`config.mk`:
```
export PLATFORM = sky130hd
export DESIGN_NAME = lut_checker_multi_flat
export DESIGN_NICKNAME = d
export VERILOG_FILES = /design/src/rtl/lut_checker_multi_if.sv /design/src/rtl/lut_checker_multi.sv /design/src/flat_wrapper.sv
export SDC_FILE = /design/constraint.sdc
export NUM_CORES = 1
export LEC_CHECK = 0
export CAP_MARGIN = 20
export CORE_UTILIZATION = 50
export CTS_BUF_LIST = sky130_fd_sc_hd__clkbuf_16
export DETAILED_ROUTE_END_ITERATION = 10
export PLACE_DENSITY = 0.87
export SYNTH_ARGS = -nofsm -noshare
export SYNTH_HDL_FRONTEND = slang
export SYNTH_SLANG_ARGS = --single-unit
```
`constraint.sdc`:
```
create_clock -name clk -period 8.4 [get_ports clk]
set_input_delay 2.1 -clock clk [delete_from_list [all_inputs] [get_ports clk]]
set_output_delay 2.1 -clock clk [all_outputs]
set_load 0.02 [all_outputs]
```
`src/rtl/lut_checker_multi_if.sv`:
```
// Sample/result bus between a bench driver and lut_checker_multi.
// The master side supplies beats; the slave side returns classification and statistics.
interface lut_checker_multi_if #(
  parameter int NCH  = 4,
  parameter int WD   = 16,
  parameter int WCNT = 16,
  parameter int WCH  = (NCH > 1) ? $clog2(NCH) : 1
);
  logic                  in_valid;
  logic [NCH*WD-1:0]     exp_data;
  logic [NCH*WD-1:0]     res_data;
  logic                  out_valid;
  logic [NCH-1:0]        war;
  logic [NCH-1:0]        err;
  logic [NCH*(WD+1)-1:0] min_delta;
  logic [NCH*(WD+1)-1:0] max_delta;
  logic [WCNT-1:0]       smp_cnt;
  logic [WCNT-1:0]       war_cnt;
  logic [WCNT-1:0]       err_cnt;
  logic [WCH-1:0]        first_err_ch;
  logic [WCNT-1:0]       first_err_smp;
  logic                  halted;

  modport master (
    output in_valid, exp_data, res_data,
    input  out_valid, war, err, min_delta, max_delta,
           smp_cnt, war_cnt, err_cnt, first_err_ch, first_err_smp, halted
  );

  modport slave (
    input  in_valid, exp_data, res_data,
    output out_valid, war, err, min_delta, max_delta,
           smp_cnt, war_cnt, err_cnt, first_err_ch, first_err_smp, halted
  );
endinterface

```
`src/rtl/lut_checker_multi.sv`:
```
// Multi-channel expected/obtained comparator: 2-stage pipeline classifying each channel as
// match/warning/error, with saturating statistics, min/max delta and first-error capture.
module lut_checker_multi #(
  parameter int NCH  = 4,
  parameter int WD   = 16,
  parameter int TOL  = 1,
  parameter int WCNT = 16,
  parameter int WCH  = (NCH > 1) ? $clog2(NCH) : 1
) (
  input  logic clk,
  input  logic arst_n,
  input  logic srst,
  input  logic enable,
  input  logic stop_on_err,
  lut_checker_multi_if.slave bus
);
  localparam int WDD = WD + 1;
  localparam logic [1:0] ST_IDLE = 2'd0;
  localparam logic [1:0] ST_RUN  = 2'd1;
  localparam logic [1:0] ST_HALT = 2'd2;
  localparam logic [WDD-1:0] TOL_V = WDD'(TOL);

  logic [1:0]            state_reg;
  logic                  v1_reg;
  logic                  has_data_reg;
  logic                  first_seen_reg;
  logic                  out_valid_reg;
  logic signed [WDD-1:0] delta1_reg [NCH];
  logic signed [WDD-1:0] min_reg [NCH];
  logic signed [WDD-1:0] max_reg [NCH];
  logic signed [WDD-1:0] delta_next [NCH];
  logic [WDD-1:0]        mag [NCH];
  logic [NCH-1:0]        war_next, err_next;
  logic [NCH-1:0]        war_reg, err_reg;
  logic [WCNT-1:0]       smp_cnt_reg, war_cnt_reg, err_cnt_reg, first_err_smp_reg;
  logic [WCH-1:0]        first_err_ch_reg, first_ch;
  logic                  beat_done, go_halt;

  genvar gi;
  generate
    for (gi = 0; gi < NCH; gi++) begin : g_ch
      logic [WD-1:0] e_smp, r_smp;
      assign e_smp = bus.exp_data[gi*WD +: WD];
      assign r_smp = bus.res_data[gi*WD +: WD];
      // One extra bit makes the difference exact for any pair of WD-bit samples.
      assign delta_next[gi] = $signed({e_smp[WD-1], e_smp}) - $signed({r_smp[WD-1], r_smp});
      assign mag[gi] = delta1_reg[gi][WD] ? $unsigned(-delta1_reg[gi]) : $unsigned(delta1_reg[gi]);
      assign err_next[gi] = mag[gi] > TOL_V;
      assign war_next[gi] = (mag[gi] != '0) && (mag[gi] <= TOL_V);
      assign bus.min_delta[gi*WDD +: WDD] = min_reg[gi];
      assign bus.max_delta[gi*WDD +: WDD] = max_reg[gi];
    end
  endgenerate

  always_comb begin
    first_ch = '0;
    for (int c = NCH - 1; c >= 0; c--) begin
      if (err_next[c]) first_ch = WCH'(c);
    end
  end

  assign beat_done = v1_reg && (state_reg != ST_HALT);
  assign go_halt   = beat_done && stop_on_err && (|err_next);

  function automatic logic [WCNT-1:0] sat_inc(input logic [WCNT-1:0] v);
    return (v == '1) ? v : v + 1'b1;
  endfunction

  always_ff @(posedge clk or negedge arst_n) begin
    if (!arst_n) begin
      state_reg         <= ST_IDLE;
      v1_reg            <= 1'b0;
      has_data_reg      <= 1'b0;
      first_seen_reg    <= 1'b0;
      out_valid_reg     <= 1'b0;
      delta1_reg        <= '{default: '0};
      min_reg           <= '{default: '0};
      max_reg           <= '{default: '0};
      war_reg           <= '0;
      err_reg           <= '0;
      smp_cnt_reg       <= '0;
      war_cnt_reg       <= '0;
      err_cnt_reg       <= '0;
      first_err_smp_reg <= '0;
      first_err_ch_reg  <= '0;
    end else if (srst) begin
      state_reg         <= ST_IDLE;
      v1_reg            <= 1'b0;
      has_data_reg      <= 1'b0;
      first_seen_reg    <= 1'b0;
      out_valid_reg     <= 1'b0;
      delta1_reg        <= '{default: '0};
      min_reg           <= '{default: '0};
      max_reg           <= '{default: '0};
      war_reg           <= '0;
      err_reg           <= '0;
      smp_cnt_reg       <= '0;
      war_cnt_reg       <= '0;
      err_cnt_reg       <= '0;
      first_err_smp_reg <= '0;
      first_err_ch_reg  <= '0;
    end else if (enable) begin
      // A beat entering stage 1 on the halting edge is dropped.
      v1_reg <= bus.in_valid && (state_reg != ST_HALT) && !go_halt;
      if (bus.in_valid && (state_reg != ST_HALT)) delta1_reg <= delta_next;
      out_valid_reg <= beat_done && !go_halt;
      if (beat_done) begin
        war_reg     <= war_next;
        err_reg     <= err_next;
        smp_cnt_reg <= sat_inc(smp_cnt_reg);
        if (|err_next)      err_cnt_reg <= sat_inc(err_cnt_reg);
        else if (|war_next) war_cnt_reg <= sat_inc(war_cnt_reg);
        if ((|err_next) && !first_seen_reg) begin
          first_seen_reg    <= 1'b1;
          first_err_ch_reg  <= first_ch;
          first_err_smp_reg <= smp_cnt_reg;
        end
        for (int c = 0; c < NCH; c++) begin
          if (!has_data_reg || (delta1_reg[c] < min_reg[c])) min_reg[c] <= delta1_reg[c];
          if (!has_data_reg || (delta1_reg[c] > max_reg[c])) max_reg[c] <= delta1_reg[c];
        end
        has_data_reg <= 1'b1;
        state_reg    <= go_halt ? ST_HALT : ST_RUN;
      end
    end
  end

  assign bus.out_valid     = out_valid_reg;
  assign bus.war           = war_reg;
  assign bus.err           = err_reg;
  assign bus.smp_cnt       = smp_cnt_reg;
  assign bus.war_cnt       = war_cnt_reg;
  assign bus.err_cnt       = err_cnt_reg;
  assign bus.first_err_ch  = first_err_ch_reg;
  assign bus.first_err_smp = first_err_smp_reg;
  assign bus.halted        = (state_reg == ST_HALT);
endmodule

```
`src/flat_wrapper.sv`:
```
// flat-port wrapper written by rule: the top's interface ports become plain ports
module lut_checker_multi_flat 
#(
  parameter int NCH  = 4,
  parameter int WD   = 16,
  parameter int TOL  = 1,
  parameter int WCNT = 16,
  parameter int WCH  = (NCH > 1) ? $clog2(NCH) : 1
)
  (clk, arst_n, srst, enable, stop_on_err, bus_in_valid, bus_exp_data, bus_res_data, bus_out_valid, bus_war, bus_err, bus_min_delta, bus_max_delta, bus_smp_cnt, bus_war_cnt, bus_err_cnt, bus_first_err_ch, bus_first_err_smp, bus_halted);
  lut_checker_multi_if #(.NCH(NCH), .WD(WD), .WCNT(WCNT), .WCH(WCH)) bus_i ();
  input  logic clk;
  input  logic arst_n;
  input  logic srst;
  input  logic enable;
  input  logic stop_on_err;
  input wire logic [$bits(bus_i.in_valid)-1:0] bus_in_valid;
  input wire logic [$bits(bus_i.exp_data)-1:0] bus_exp_data;
  input wire logic [$bits(bus_i.res_data)-1:0] bus_res_data;
  output wire logic [$bits(bus_i.out_valid)-1:0] bus_out_valid;
  output wire logic [$bits(bus_i.war)-1:0] bus_war;
  output wire logic [$bits(bus_i.err)-1:0] bus_err;
  output wire logic [$bits(bus_i.min_delta)-1:0] bus_min_delta;
  output wire logic [$bits(bus_i.max_delta)-1:0] bus_max_delta;
  output wire logic [$bits(bus_i.smp_cnt)-1:0] bus_smp_cnt;
  output wire logic [$bits(bus_i.war_cnt)-1:0] bus_war_cnt;
  output wire logic [$bits(bus_i.err_cnt)-1:0] bus_err_cnt;
  output wire logic [$bits(bus_i.first_err_ch)-1:0] bus_first_err_ch;
  output wire logic [$bits(bus_i.first_err_smp)-1:0] bus_first_err_smp;
  output wire logic [$bits(bus_i.halted)-1:0] bus_halted;
  assign bus_i.in_valid = bus_in_valid;
  assign bus_i.exp_data = bus_exp_data;
  assign bus_i.res_data = bus_res_data;
  assign bus_out_valid = bus_i.out_valid;
  assign bus_war = bus_i.war;
  assign bus_err = bus_i.err;
  assign bus_min_delta = bus_i.min_delta;
  assign bus_max_delta = bus_i.max_delta;
  assign bus_smp_cnt = bus_i.smp_cnt;
  assign bus_war_cnt = bus_i.war_cnt;
  assign bus_err_cnt = bus_i.err_cnt;
  assign bus_first_err_ch = bus_i.first_err_ch;
  assign bus_first_err_smp = bus_i.first_err_smp;
  assign bus_halted = bus_i.halted;
  lut_checker_multi #(.NCH(NCH), .WD(WD), .TOL(TOL), .WCNT(WCNT), .WCH(WCH)) u_core (.clk(clk), .arst_n(arst_n), .srst(srst), .enable(enable), .stop_on_err(stop_on_err), .bus(bus_i));
endmodule
```
# Word-level counts from Yosys, hierarchy flattened
# Cells that the tools add are included.
[classes]
eq_ne = 9
n_reduce_logical = 56
magnitude_cmp = 16
n_mux = 69
n_addsub = 11
[ops]
columns = ["op", "n"]
rows = [
  ["$mux 68", 9],
  ["$mux 16", 19],
  ["$mux 17", 12],
  ["$gt 17x1->1 const B", 4],
  ["$gt 17x17->1", 4],
  ["$le 17x1->1 const B", 4],
  ["$lt 17x17->1", 4],
  ["$neg 17->17", 4],
  ["$reduce_bool 17->1", 4],
  ["$sub 16x16->17", 4],
  ["$add 16x1->16 const B", 3],
  ["$eq 16x16->1 const B", 3],
  ["$reduce_and 3->1", 10],
  ["$reduce_bool 2->1", 14],
  ["$mux 2", 12],
  ["$mux 4", 6],
  ["$logic_and 1x1->1", 11],
  ["$mux 1", 11],
  ["$ne 2x2->1 const B", 5],
  ["$logic_or 1x1->1", 8],
  ["$reduce_or 4->1", 2],
  ["$reduce_and 5->1", 1],
  ["$reduce_and 2->1", 2],
  ["$reduce_and 4->1", 1],
  ["2 further kinds", 4],
]
[totals]
inputBits = 134
elab_cells = 185
output_inout_bits = 212
register_bits = 284

# Longest topological paths before layout
[logic_depth]
depth_word = 11
ltp_mapped = 14
mapped_depth_nobuf = 13

# Least setup slack after synthesis
# Ideal clock, no wire load.
[synth_timing]
kind = "input-to-reg"
startpoint = "in bus_exp_data[48]"
endpoint = "reg u_core.delta1_reg[14] (netlist name)"
setup_slack_ns = 3.796
path_stages = 13
setup_ns = 0.130
arrival_time_ns = 4.474
n_path_buf = 0
required_ns = 8.270
path_cell_list = "inv_1 > ha_1 > inv_1 > fa_1 > a21o_1 > a21oi_1 > o21ai_0 > o41ai_1 > o2111ai_1 > a31o_2 > a21oi_1 > xor2_1 > o21ai_0"
[synth_between]
elab_chain_len = 4
[synth_lines]
columns = ["element", "line", "text"]
rows = [
  ["from (decl)", "flat_wrapper.sv:18", "input wire logic [$bits(bus_i.exp_data)-1:0] bus_exp_data;"],
  ["$sub 16x16->17", "lut_checker_multi.sv:46", "assign delta_next[gi] = $signed({e_smp[WD-1], e_smp}) - $signed({r_smp[WD-1], r_smp});"],
  ["$mux 68", "lut_checker_multi.sv:105", "if (bus.in_valid && (state_reg != ST_HALT)) delta1_reg <= delta_next;"],
  ["$mux 68", "lut_checker_multi.sv:102", "end else if (enable) begin"],
  ["$mux 68", "lut_checker_multi.sv:86", "end else if (srst) begin"],
  ["to (signal assigned)", "lut_checker_multi.sv:105", ""],
  ["to (decl)", "lut_checker_multi.sv:28", "logic signed [WDD-1:0] delta1_reg [NCH];"],
]
# No other way between the ends. The select of a mux whose other input is x is not followed.
# A chain may end at the register's enable or synchronous reset.

# Final worst setup path
[layout_timing]
startpoint = "in bus_exp_data[32]"
endpoint = "reg u_core.delta1_reg[33] (netlist name)"
# The elaborated chain is that of the path after synthesis.

==> impl_metrics.tcl <==
set metrics [dict create \
    run_status "finished, final reports clean" \
    path_max_fanout 3 \
    synth_top_cells_by_area "sky130_fd_sc_hd__dfrtp_1 (35%), sky130_fd_sc_hd__ha_1 (13%), sky130_fd_sc_hd__mux2i_1 (8.0%), sky130_fd_sc_hd__nor2_1 (5.3%), sky130_fd_sc_hd__inv_1 (4.5%)" \
    detail_route.drc_violations 0 \
    synth_top_cell_area_share 0.354 \
    ant_nets 0 \
    groute.layer.met2.usage 0.483 \
    cts_resized 0 \
    vdd.ir_drop.worst_mv 0.106 \
    crit_buf_inv 3 \
    tightestPinTransition_ps 1260 \
    fin_hold_viols 0 \
    cts.repair_timing.setup_buffer_count 0 \
    worst_ep_arrival_time_ps 5450 \
    setup_viol_count_final 0 \
    synthMostInstantiatedCell "sky130_fd_sc_hd__dfrtp_1" \
    min_delay_path_class "reg -> reg" \
    cts_hold_buffers 0 \
    post_synth_num_cell_types 83 \
    synth.yosys.warnings 0 \
    fmax_mhz 199 \
    power_per_standard_cell_area_nw_per_um2 151 \
    vias 18400 \
    grt_start_max_net_pins 174 \
    die_w_um 202 \
    post-dp-hpwl_um 42200 \
    cts_max_level 2 \
    timing.critical_path.to_type "flop" \
    post_synth_inst_count 2304 \
    weighted_congestion_reported_at_the_end_of_routability_driven_placement 0.891 \
    register_area_um2 7110 \
    synthFlopType "sky130_fd_sc_hd__dfrtp_1" \
    grt_util_all_layers 0.283 \
    grt_remaining_overflow 0 \
    crit_chain "clkdlybuf4s50_1 -> inv_1 -> ha_1 -> inv_1 -> fa_1 -> a21o_1 -> a21oi_1 -> o21ai_0 -> o41ai_1 -> o2111ai_1 -> a31o_2 -> nand3_1 -> nand4_1 -> a221oi_1" \
    clk_transition_reported_paths_ps 60 \
    die_area_um2 41000 \
    placement.io_buffers 345 \
    ys_seq_area_frac 0.354 \
    crit_required_ps 8830 \
    fill_cells 3144 \
    cts-root-buf "sky130_fd_sc_hd__clkbuf_16" \
    syn-cell-area_um2 20100 \
    critical-path-top-delay-family "compound AO/OA/AOI/OAI gates" \
    hold_slack_ps 515 \
    timing.max_cap.violations 0 \
    synth_edf_count 0 \
    timing.clock.skew_ps 17.1 \
    seqPwrFrac 0.399 \
    share_of_flip_flops_with_an_asynchronous_set_or_reset_after_synthesis 1.00 \
    antenna_cells 0 \
    kind_of_critical_path "in -> reg" \
    cp_dominant_cell_by_count "sky130_fd_sc_hd__inv_1" \
    synth_common_cells "sky130_fd_sc_hd__dfrtp_1 (284), sky130_fd_sc_hd__nor2_1 (283), sky130_fd_sc_hd__inv_1 (239)" \
    ys_seq_elements 284 \
    cts_buffers 34 \
    flow.area_growth_from_synthesis_pct 24.5 \
    multi_input_combinational_cell_area_um2 11800 \
    initial_core_util 0.506 \
    clock-sinks 284 \
    fin_nets 2941 \
    cts_max_path_buffers 3 \
    core_area_um2 39700 \
    sw_pwr_mw 1.19 \
    final_max_slew_viol_count 0 \
    groute.layer.met3.usage 0.0507 \
    clk_latency_worst_skew_pair_ps 540 \
    wire_length_of_the_first_global_routing_pass_um 93900 \
    p_sw_frac 0.316 \
    clkPwrFrac 0.358 \
    crit_path_start_kind "input port" \
    static-leakage-power_nw 11.5 \
    io_pins 346 \
    global_route.usage.met1 0.346 \
    route.detailed.wl_per_inst_um 18.6 \
    yosys.area.top_type "sky130_fd_sc_hd__dfrtp_1" \
    std_cell_rows 73 \
    dieHeight_um 202 \
    gr-max-usage-layer "met2" \
    wl_um 58600 \
    drive_above_1_share 0.0458 \
    rsz0062_at_grt "false" \
    tritoncts_clock_tree "built" \
    syn_nets 2648 \
    critPathMaxStageDelay_ps 540 \
    drt_pass1_iterations 8 \
    finalCriticalPeriod_ps 5020 \
    detail_route.iter0.violations 1288 \
    setup_total_negative_slack_ps 0 \
    antenna_found_initial 0 \
    post_synth.cell_area_avg_um2 8.72 \
    timing.max_slew.rel_slack 0.160 \
    power.share.combinational 0.243 \
    worst_path_max_delay_cell "sky130_fd_sc_hd__o41ai_1" \
    min_period_over_period 0.597 \
    post_drt_via_cell_ratio 5.87 \
    internal_power_mw 2.59 \
    number_of_global_route_vias_before_repair 18500 \
]
## final timing paths
check	from	endpoint	slack (ps)	cells after the start
max	bus_exp_data[32]	u_core.delta1_reg[33]	3380	14
min	u_core.bus.first_err_smp[4]	u_core.bus.first_err_smp[4]	520	2
max reg2reg	u_core.delta1_reg[52]	u_core.bus.war_cnt[14]	4070	11
min reg2reg	u_core.bus.first_err_smp[4]	u_core.bus.first_err_smp[4]	520	2
max in group asynchronous	arst_n	u_core.bus.smp_cnt[4]	5210	2
min in group asynchronous	arst_n	u_core.bus.max_delta[37]	1630	1
## cell type report
| class | instances | area share |
|---|---|---|
| repair buffers | 361 | 0.144 |
| clock inverters | 23 | 0.00575 |
| flip-flops and latches | 284 | 0.284 |
| well taps | 525 | 0.0263 |
| multi-input cells | 1677 | 0.470 |
| inverters | 239 | 0.0359 |
| clock buffers | 34 | 0.0340 |
## per-stage QoR
stage                     setup WS (ps)  instance area (um^2)  std cells  power [mW]  utilization
after floorplan                    3800                 20100       2304        2.12            -
after global placement             2980                 24000       3083        2.40        0.604
after detailed placement           2880                 24000       3085        2.44        0.604
after CTS                          3440                 25000       3142        3.79        0.629
after global routing               3090                 25000       3143        3.96        0.630
final                              3380                 25000       3143        3.79        0.630
## metal layers
metal,vias to the layer above,wire (um)
met5,-,0
met4,0,2580
met3,180,4110
met2,807,28300
met1,8855,23600
li1,8599,-
## power by group through the flow
| stage | clock network [mW] | logic (mW) | registers (mW) |
|---|---|---|---|
| 6_report | 1.35 | 0.921 | 1.51 |
| 5_1_grt | 1.43 | 1.02 | 1.52 |
| 3_5_place_dp | 0 | 0.906 | 1.53 |
| 3_3_place_gp | 0 | 0.869 | 1.53 |
| 4_1_cts | 1.38 | 0.913 | 1.51 |
| 2_1_floorplan | 0 | 0.621 | 1.50 |
## worst register-to-register path: stages, from the launching register on
cell and delay (ps):
sky130_fd_sc_hd__dfrtp_1 530, sky130_fd_sc_hd__inv_1 110, sky130_fd_sc_hd__ha_1 300, sky130_fd_sc_hd__nor4bb_1 270
sky130_fd_sc_hd__nor3_1 90, sky130_fd_sc_hd__or4b_1 470, sky130_fd_sc_hd__nor4_1 390, sky130_fd_sc_hd__nand4_2 360
sky130_fd_sc_hd__o2111ai_1 500, sky130_fd_sc_hd__nand4_2 410, sky130_fd_sc_hd__nor4_1 400, sky130_fd_sc_hd__mux2_2 380
## kinds of logic (layout without fill, tap and decap cells)
| logic type | after synthesis | count (layout) | share of synthesized area |
|---|---|---|---|
| xor+xnor | 63 | 63 | 0.0275 |
| compound gates | 405 | 405 | 0.130 |
| simple gates | 814 | 814 | 0.197 |
| flops | 284 | 284 | 0.354 |
| fa+ha+maj | 210 | 210 | 0.132 |
| buf+inv | 343 | 657 | 0.0657 |
| mux | 185 | 185 | 0.0937 |
## placed cells by master (no fill, tap or decap), drive strengths merged, types with 12 or more instances in the layout
| cell type | n |
|---|---|
| clkdlybuf4s50 | 343 |
| dfrtp | 284 |
| nor2 | 283 |
| inv | 248 |
| ha | 206 |
| nand2 | 171 |
| mux2i | 160 |
| a21oi | 148 |
| nand2b | 60 |
| o21ai | 60 |
| nor3 | 56 |
| nand3 | 54 |
| nand4 | 40 |
| xnor2 | 38 |
| nor2b | 35 |
| clkbuf | 34 |
| a21o | 33 |
| nor4 | 28 |
| a211oi | 28 |
| or3 | 25 |
| xor2 | 25 |
| mux2 | 25 |
| o21a | 23 |
| buf | 18 |
| o31ai | 16 |
| and3 | 13 |
| or4 | 12 |
| clkinv | 12 |
Note: power is estimated with default switching activity, not from simulation.
